$ cat src/rtl/acsp_tx_pkg.sv
// Shared types and constants for the UART transmit stream arbiter.
package acsp_tx_pkg;

    typedef enum logic [1:0] {
        SRC_NONE = 2'd0,
        SRC_ID   = 2'd1,
        SRC_META = 2'd2,
        SRC_DATA = 2'd3
    } src_e;

    typedef enum logic [2:0] {
        IDLE    = 3'd0,
        SEND    = 3'd1,
        WAIT_HI = 3'd2,
        WAIT_LO = 3'd3,
        GAP     = 3'd4
    } state_e;

    localparam logic [31:0] ID_WORD_DEFAULT = 32'h31414C53;

    // Byte idx of the SUMP ID word; idx 3 is sent first (MSB first).
    function automatic logic [7:0] id_byte(input logic [31:0] word, input logic [1:0] idx);
        return word[{idx, 3'b000} +: 8];
    endfunction

endpackage

$ cat src/rtl/uart_byte_pacer.sv
// Paces one byte against the UART busy handshake: waits for tx_busy to rise
// (or a timeout) and then to fall, then reports done for one cycle.
module uart_byte_pacer
    import acsp_tx_pkg::*;
#(
    parameter int BUSY_TIMEOUT = 16
) (
    input  logic system_clock,
    input  logic ext_reset_n,
    input  logic soft_reset_n,
    input  logic start,
    input  logic tx_busy,
    output logic done,
    output logic timeout_err
);

    localparam int TW = $clog2(BUSY_TIMEOUT + 1);

    state_e        state_r;
    state_e        state_s;
    logic [TW-1:0] wait_cnt_r;
    logic [TW-1:0] wait_cnt_s;
    logic          err_s;

    // Next-state: wait for busy to rise (bounded), then for it to fall.
    always_comb begin
        state_s    = state_r;
        wait_cnt_s = wait_cnt_r;
        err_s      = timeout_err;
        case (state_r)
            IDLE: begin
                if (start) begin
                    state_s    = WAIT_HI;
                    wait_cnt_s = '0;
                end else begin
                    state_s = IDLE;
                end
            end
            WAIT_HI: begin
                if (tx_busy) begin
                    state_s = WAIT_LO;
                end else if (wait_cnt_r == TW'(BUSY_TIMEOUT - 1)) begin
                    state_s = WAIT_LO;
                    err_s   = 1'b1;
                end else begin
                    wait_cnt_s = wait_cnt_r + TW'(1);
                end
            end
            WAIT_LO: begin
                if (!tx_busy) begin
                    state_s = IDLE;
                end else begin
                    state_s = WAIT_LO;
                end
            end
            default: begin
                state_s = IDLE;
            end
        endcase
    end

    // Done as soon as the transmitter is seen idle again after the byte.
    assign done = (state_r == WAIT_LO) && !tx_busy;

    // State, timeout counter and sticky error register.
    always_ff @(posedge system_clock or negedge ext_reset_n) begin
        if (!ext_reset_n) begin
            state_r     <= IDLE;
            wait_cnt_r  <= '0;
            timeout_err <= 1'b0;
        end else if (!soft_reset_n) begin
            state_r     <= IDLE;
            wait_cnt_r  <= '0;
            timeout_err <= 1'b0;
        end else begin
            state_r     <= state_s;
            wait_cnt_r  <= wait_cnt_s;
            timeout_err <= err_s;
        end
    end

endmodule

$ cat src/rtl/tx_stream_arbiter.sv
// Shares one UART transmitter among the ID responder, metadata stream and
// sample FIFO. Fixed priority ID > META > DATA, grant held for a whole packet.
module tx_stream_arbiter
    import acsp_tx_pkg::*;
#(
    parameter logic [31:0] ID_WORD      = ID_WORD_DEFAULT,
    parameter int          BUSY_TIMEOUT = 16,
    parameter int          CNT_W        = 16
) (
    input  logic             system_clock,
    input  logic             ext_reset_n,
    input  logic             soft_reset_n,
    input  logic             send_id,
    input  logic             meta_valid,
    input  logic [7:0]       meta_data,
    input  logic             meta_last,
    output logic             meta_ready,
    input  logic             data_valid,
    input  logic [7:0]       data_data,
    input  logic             data_last,
    output logic             data_ready,
    input  logic             tx_busy,
    output logic             tx_start,
    output logic [7:0]       tx_data,
    output logic [1:0]       grant,
    output logic             arb_busy,
    output logic [CNT_W-1:0] byte_count,
    output logic             timeout_err
);

    // WAIT_HI here means "byte handed to the pacer"; the pacer tracks the
    // busy-high / busy-low phases itself.
    state_e           state_r, state_s;
    src_e             grant_r, grant_s;
    logic [1:0]       id_idx_r, id_idx_s;
    logic             last_r, last_s;
    logic             id_pending_r, id_pending_s;
    logic [CNT_W-1:0] byte_count_s;
    logic [7:0]       tx_data_s;
    logic             tx_start_s, meta_ready_s, data_ready_s;
    logic             src_valid_s, src_last_s;
    logic [7:0]       src_byte_s;
    logic             pacer_done_s;

    // Select valid/byte/last of the granted source; ID is always valid.
    always_comb begin
        src_valid_s = 1'b0;
        src_byte_s  = 8'h00;
        src_last_s  = 1'b0;
        case (grant_r)
            SRC_ID: begin
                src_valid_s = 1'b1;
                src_byte_s  = id_byte(ID_WORD, id_idx_r);
                src_last_s  = (id_idx_r == 2'd0);
            end
            SRC_META: begin
                src_valid_s = meta_valid;
                src_byte_s  = meta_data;
                src_last_s  = meta_last;
            end
            SRC_DATA: begin
                src_valid_s = data_valid;
                src_byte_s  = data_data;
                src_last_s  = data_last;
            end
            default: begin
                src_valid_s = 1'b0;
            end
        endcase
    end

    // Arbitration and packet sequencing.
    always_comb begin
        state_s      = state_r;
        grant_s      = grant_r;
        id_idx_s     = id_idx_r;
        last_s       = last_r;
        byte_count_s = byte_count;
        tx_data_s    = tx_data;
        tx_start_s   = 1'b0;
        meta_ready_s = 1'b0;
        data_ready_s = 1'b0;
        // A send_id pulse while the ID packet itself is running is dropped.
        if (send_id && (grant_r != SRC_ID)) begin
            id_pending_s = 1'b1;
        end else begin
            id_pending_s = id_pending_r;
        end
        case (state_r)
            IDLE: begin
                if (id_pending_r || send_id) begin
                    grant_s      = SRC_ID;
                    id_idx_s     = 2'd3;
                    byte_count_s = '0;
                    state_s      = SEND;
                end else if (meta_valid) begin
                    grant_s      = SRC_META;
                    byte_count_s = '0;
                    state_s      = SEND;
                end else if (data_valid) begin
                    grant_s      = SRC_DATA;
                    byte_count_s = '0;
                    state_s      = SEND;
                end else begin
                    state_s = IDLE;
                end
            end
            SEND: begin
                // Guard keeps ready strobes tied to a valid source byte.
                if (src_valid_s) begin
                    tx_start_s   = 1'b1;
                    tx_data_s    = src_byte_s;
                    meta_ready_s = (grant_r == SRC_META);
                    data_ready_s = (grant_r == SRC_DATA);
                    last_s       = src_last_s;
                    if (byte_count != {CNT_W{1'b1}}) begin
                        byte_count_s = byte_count + CNT_W'(1);
                    end else begin
                        byte_count_s = byte_count;
                    end
                    if (grant_r == SRC_ID) begin
                        id_idx_s = id_idx_r - 2'd1;
                    end else begin
                        id_idx_s = id_idx_r;
                    end
                    state_s = WAIT_HI;
                end else begin
                    state_s = GAP;
                end
            end
            WAIT_HI, WAIT_LO: begin
                if (pacer_done_s) begin
                    if (last_r) begin
                        state_s = IDLE;
                        grant_s = SRC_NONE;
                        if (grant_r == SRC_ID) begin
                            id_pending_s = 1'b0;
                        end else begin
                            id_pending_s = id_pending_r || send_id;
                        end
                    end else if (src_valid_s) begin
                        state_s = SEND;
                    end else begin
                        state_s = GAP;
                    end
                end else begin
                    state_s = state_r;
                end
            end
            GAP: begin
                if (src_valid_s) begin
                    state_s = SEND;
                end else begin
                    state_s = GAP;
                end
            end
            default: begin
                state_s = IDLE;
                grant_s = SRC_NONE;
            end
        endcase
    end

    // State and registered outputs; either reset abandons the packet.
    always_ff @(posedge system_clock or negedge ext_reset_n) begin
        if (!ext_reset_n) begin
            state_r      <= IDLE;
            grant_r      <= SRC_NONE;
            id_idx_r     <= 2'd0;
            last_r       <= 1'b0;
            id_pending_r <= 1'b0;
            byte_count   <= '0;
            tx_data      <= 8'h00;
            tx_start     <= 1'b0;
            meta_ready   <= 1'b0;
            data_ready   <= 1'b0;
            arb_busy     <= 1'b0;
        end else if (!soft_reset_n) begin
            state_r      <= IDLE;
            grant_r      <= SRC_NONE;
            id_idx_r     <= 2'd0;
            last_r       <= 1'b0;
            id_pending_r <= 1'b0;
            byte_count   <= '0;
            tx_data      <= 8'h00;
            tx_start     <= 1'b0;
            meta_ready   <= 1'b0;
            data_ready   <= 1'b0;
            arb_busy     <= 1'b0;
        end else begin
            state_r      <= state_s;
            grant_r      <= grant_s;
            id_idx_r     <= id_idx_s;
            last_r       <= last_s;
            id_pending_r <= id_pending_s;
            byte_count   <= byte_count_s;
            tx_data      <= tx_data_s;
            tx_start     <= tx_start_s;
            meta_ready   <= meta_ready_s;
            data_ready   <= data_ready_s;
            arb_busy     <= (state_s != IDLE);
        end
    end

    assign grant = grant_r;

    uart_byte_pacer #(
        .BUSY_TIMEOUT (BUSY_TIMEOUT)
    ) u_pacer (
        .system_clock (system_clock),
        .ext_reset_n  (ext_reset_n),
        .soft_reset_n (soft_reset_n),
        .start        (tx_start),
        .tx_busy      (tx_busy),
        .done         (pacer_done_s),
        .timeout_err  (timeout_err)
    );

endmodule
$ cat config.mk
export PLATFORM = sky130hd
export DESIGN_NAME = tx_stream_arbiter
export DESIGN_NICKNAME = d
export VERILOG_FILES = /design/src/rtl/acsp_tx_pkg.sv /design/src/rtl/uart_byte_pacer.sv /design/src/rtl/tx_stream_arbiter.sv
export SDC_FILE = /design/constraint.sdc
export NUM_CORES = 1
export LEC_CHECK = 0
export ABC_AREA = 1
export ABC_CLOCK_PERIOD_IN_PS = 3120
export CAP_MARGIN = 10
export CORE_MARGIN = 2
export CORE_UTILIZATION = 56
export CTS_CLUSTER_DIAMETER = 100
export DETAILED_ROUTE_END_ITERATION = 7
export GPL_ROUTABILITY_DRIVEN = 0
export PLACE_DENSITY = 0.89
export SYNTH_ARGS = -nofsm -noshare
export SYNTH_HDL_FRONTEND = slang
export SYNTH_SLANG_ARGS = --single-unit
$ cat constraint.sdc
create_clock -name system_clock -period 3.12 [get_ports system_clock]
set_clock_uncertainty 0.05 [all_clocks]
set_input_delay 0.312 -clock system_clock [delete_from_list [all_inputs] [get_ports system_clock]]
set_output_delay 0.312 -clock system_clock [all_outputs]
set_load 0.03 [all_outputs]
==> flow_summary.json <==
{
  "cp_data_required_time_ps": 3300,
  "dpl.hpwl_mm": 5.062,
  "tightestPinTransition_ps": 993.8,
  "synthDistinctLibCells": 38,
  "synthFlopType": "dfrtp_1",
  "finalHoldViolations": 0,
  "post_cts.repair.setup_buffers": 0,
  "clock_latency_ps": 300,
  "synth-seq-cells": 45,
  "cts_root_buffer": "clkbuf_8",
  "postLayoutCellArea_um2": 3583,
  "leakagePower_nw": 1.665,
  "seq_area_frac_synth": 0.3864,
  "async_flop_share": 1.000,
  "core_area_um2": 5075,
  "cp_num_buf_inv": 2,
  "syn_inst": 388,
  "synthesis.nets": 421,
  "synth_top_cells_by_area": "dfrtp_1, nand2_1, nand3_1, nor2_1, inv_1",
  "drtIter0Drc": 188,
  "dpl.cell_count": 506,
  "hold_buffers": 0,
  "grt.met3_usage": 0.04265,
  "hold_class": "in2async",
  "place_ws_ps": 927.4,
  "num_rows": 26,
  "setup_viol": 0,
  "routed_via_density": 5.434,
  "wirelength_mm": 6.952,
  "yosysTopAreaCellShare": 0.3864,
  "post-route-period-util": 0.6249,
  "cp-end-kind": "register",
  "postCtsResizedCells": 0,
  "start_util": 0.5742,
  "drc": 0,
  "fin_hold_ws_ps": 117.9,
  "synth_largest_area_cell": "dfrtp_1",
  "gr-total-overflow": 0,
  "wl_per_cell_um": 13.53,
  "drive_gt1_frac": 0.1216,
  "startpoint_type": "register",
  "worstPathMaxFanout": 23,
  "yosysWarnings": 0,
  "maxCapViolations": 0,
  "yosysMostFrequentCell": "nand2_1",
  "placed_area_um2": 3482,
  "max_freq_mhz": 512.9,
  "ioPinCount": 56,
  "cts-htree-levels": 2,
  "grt_setup_unrepaired": "false",
  "post-route-util": 0.7061,
  "grt_pass1_vias": 2654,
  "antenna_left": 0,
  "antenna_found_initial": 0,
  "cts.sink_count": 45,
  "numCtsBuffers": 5,
  "worstPathArrival_ps": 2130,
  "port_buffers": 55,
  "finalNonFillerCells": 514,
  "status": "complete, no violations",
  "grt_start_max_net_pins": 46,
  "use_met1": 0.3128,
  "finalSetupTns_ps": 0,
  "grtUsageTotal": 0.2528,
  "cts_tree": "built",
  "first_pass_iters": 4,
  "worstPathCellList": "inv_1 > nand3_4 > inv_2 > nand2_4 > nand2_4 > nand2_4 > nor2_8 > nand2_1 > o21ai_2",
  "slowest_delay_ps": 410,
  "synthTopCellsByCount": "nand2_1, nor2_1, dfrtp_1, nand3_1, inv_1",
  "cp_slowest_cell": "dfrtp_1",
  "grt.busiest_layer": "met2",
  "grt_pass1_wl_mm": 11.99,
  "peakVddDrop_v": 0.0002287,
  "crit_path_frequent_cell": "nand2_4",
  "fp.dieW_um": 76.14,
  "p_per_area_nw_per_um2": 534.1,
  "crit_family": "simple AND/OR/NAND/NOR gates",
  "avgSynthCellArea_um2": 7.510,
  "vias": 2793,
  "drv_slew": 0,
  "period_needed_ps": 1950,
  "slew_headroom": 0.3375,
  "clk_pin_slew_ps": 90,
  "area_growth_pct": 22.97,
  "met2_usage": 0.4455,
  "clock_path_buffers": 2,
  "die-area_um2": 5797,
  "antenna_cells": 0,
  "die_y_um": 76.14,
  "synth_edf_count": 0,
  "fin_nets": 476,
  "fin_ws_ps": 1170,
  "critical_path_class": "reg2reg",
  "netlist_area_um2": 2914,
  "finalPower_mw": 1.914
}
## placed cells by master (no fill, tap or decap), types with 3 or more instances in the layout
master / synthesis / layout
nand2_1: 92 / 92
nand3_1: 43 / 43
nor2_1: 53 / 53
nor3_1: 4 / 4
nor2_2: 4 / 4
o21ai_2: 7 / 7
nand4_1: 7 / 7
clkbuf_8: 0 / 7
o21ai_0: 16 / 16
ha_1: 8 / 8
a221oi_1: 4 / 4
nand2_2: 16 / 16
inv_2: 6 / 6
clkdlybuf4s50_1: 0 / 54
a21oi_1: 10 / 10
dfrtp_1: 45 / 45
nand2_4: 3 / 3
inv_1: 39 / 39
## logic make-up (layout without fill, tap and decap cells)
kind of cell / count (synthesis) / after routing / share of synthesized area
DFF: 45 / 45 / 0.3864
and+or+nand+nor: 232 / 232 / 0.3834
buffers and inverters: 54 / 110 / 0.08415
adders and majority gates: 8 / 8 / 0.03435
xor gates and xnor gates: 2 / 2 / 0.006012
AOI/OAI and AO/OA: 47 / 47 / 0.1056
## where the power goes
| part | switching (mW) | internal, mW |
|---|---|---|
| clock network | 0.200 | 0.200 |
| registers | 0.0843 | 0.651 |
| logic | 0.514 | 0.264 |
| total | 0.799 | 1.12 |
## metal layers
metal / vias up / part of all wire
met4: 0 / 0.012
met2: 83 / 0.50
met5: - / 0
met1: 1338 / 0.43
li1: 1365 / -
met3: 7 / 0.052
## flip-flops by register name, indices dropped and copies added (netlist names), 2 cells and up
register	flops
grant	2
tx_data	8
byte_count	16
state_r	3
u_pacer.wait_cnt_r	5
u_pacer.state_r	2
id_idx_r	2
## worst paths after layout
| path | startpoint | end | slack [ps] | cells after the start |
|---|---|---|---|---|
| setup reg to reg | state_r[1] | byte_count[5] | 1170 | 9 |
| setup / recovery | state_r[1] | byte_count[5] | 1170 | 9 |
| min in group system_clock | tx_data[2] | tx_data[2] | 460 | 2 |
| max in group asynchronous | ext_reset_n | byte_count[13] | 2270 | 1 |
| hold / removal | ext_reset_n | u_pacer.wait_cnt_r[3] | 120 | 1 |
| hold reg to reg | tx_data[2] | tx_data[2] | 460 | 2 |
## layout make-up
cell class	instances	area, µm²
multi-input combinational	289	1543
tap	70	87.58
sequential	45	1126
timing repair buffer	56	553.0
clock inverter	1	5.005
fill	433	1491
inverter	46	172.7
clock buffer	7	96.34
No activity file was read; power rests on OpenSTA's default activity.
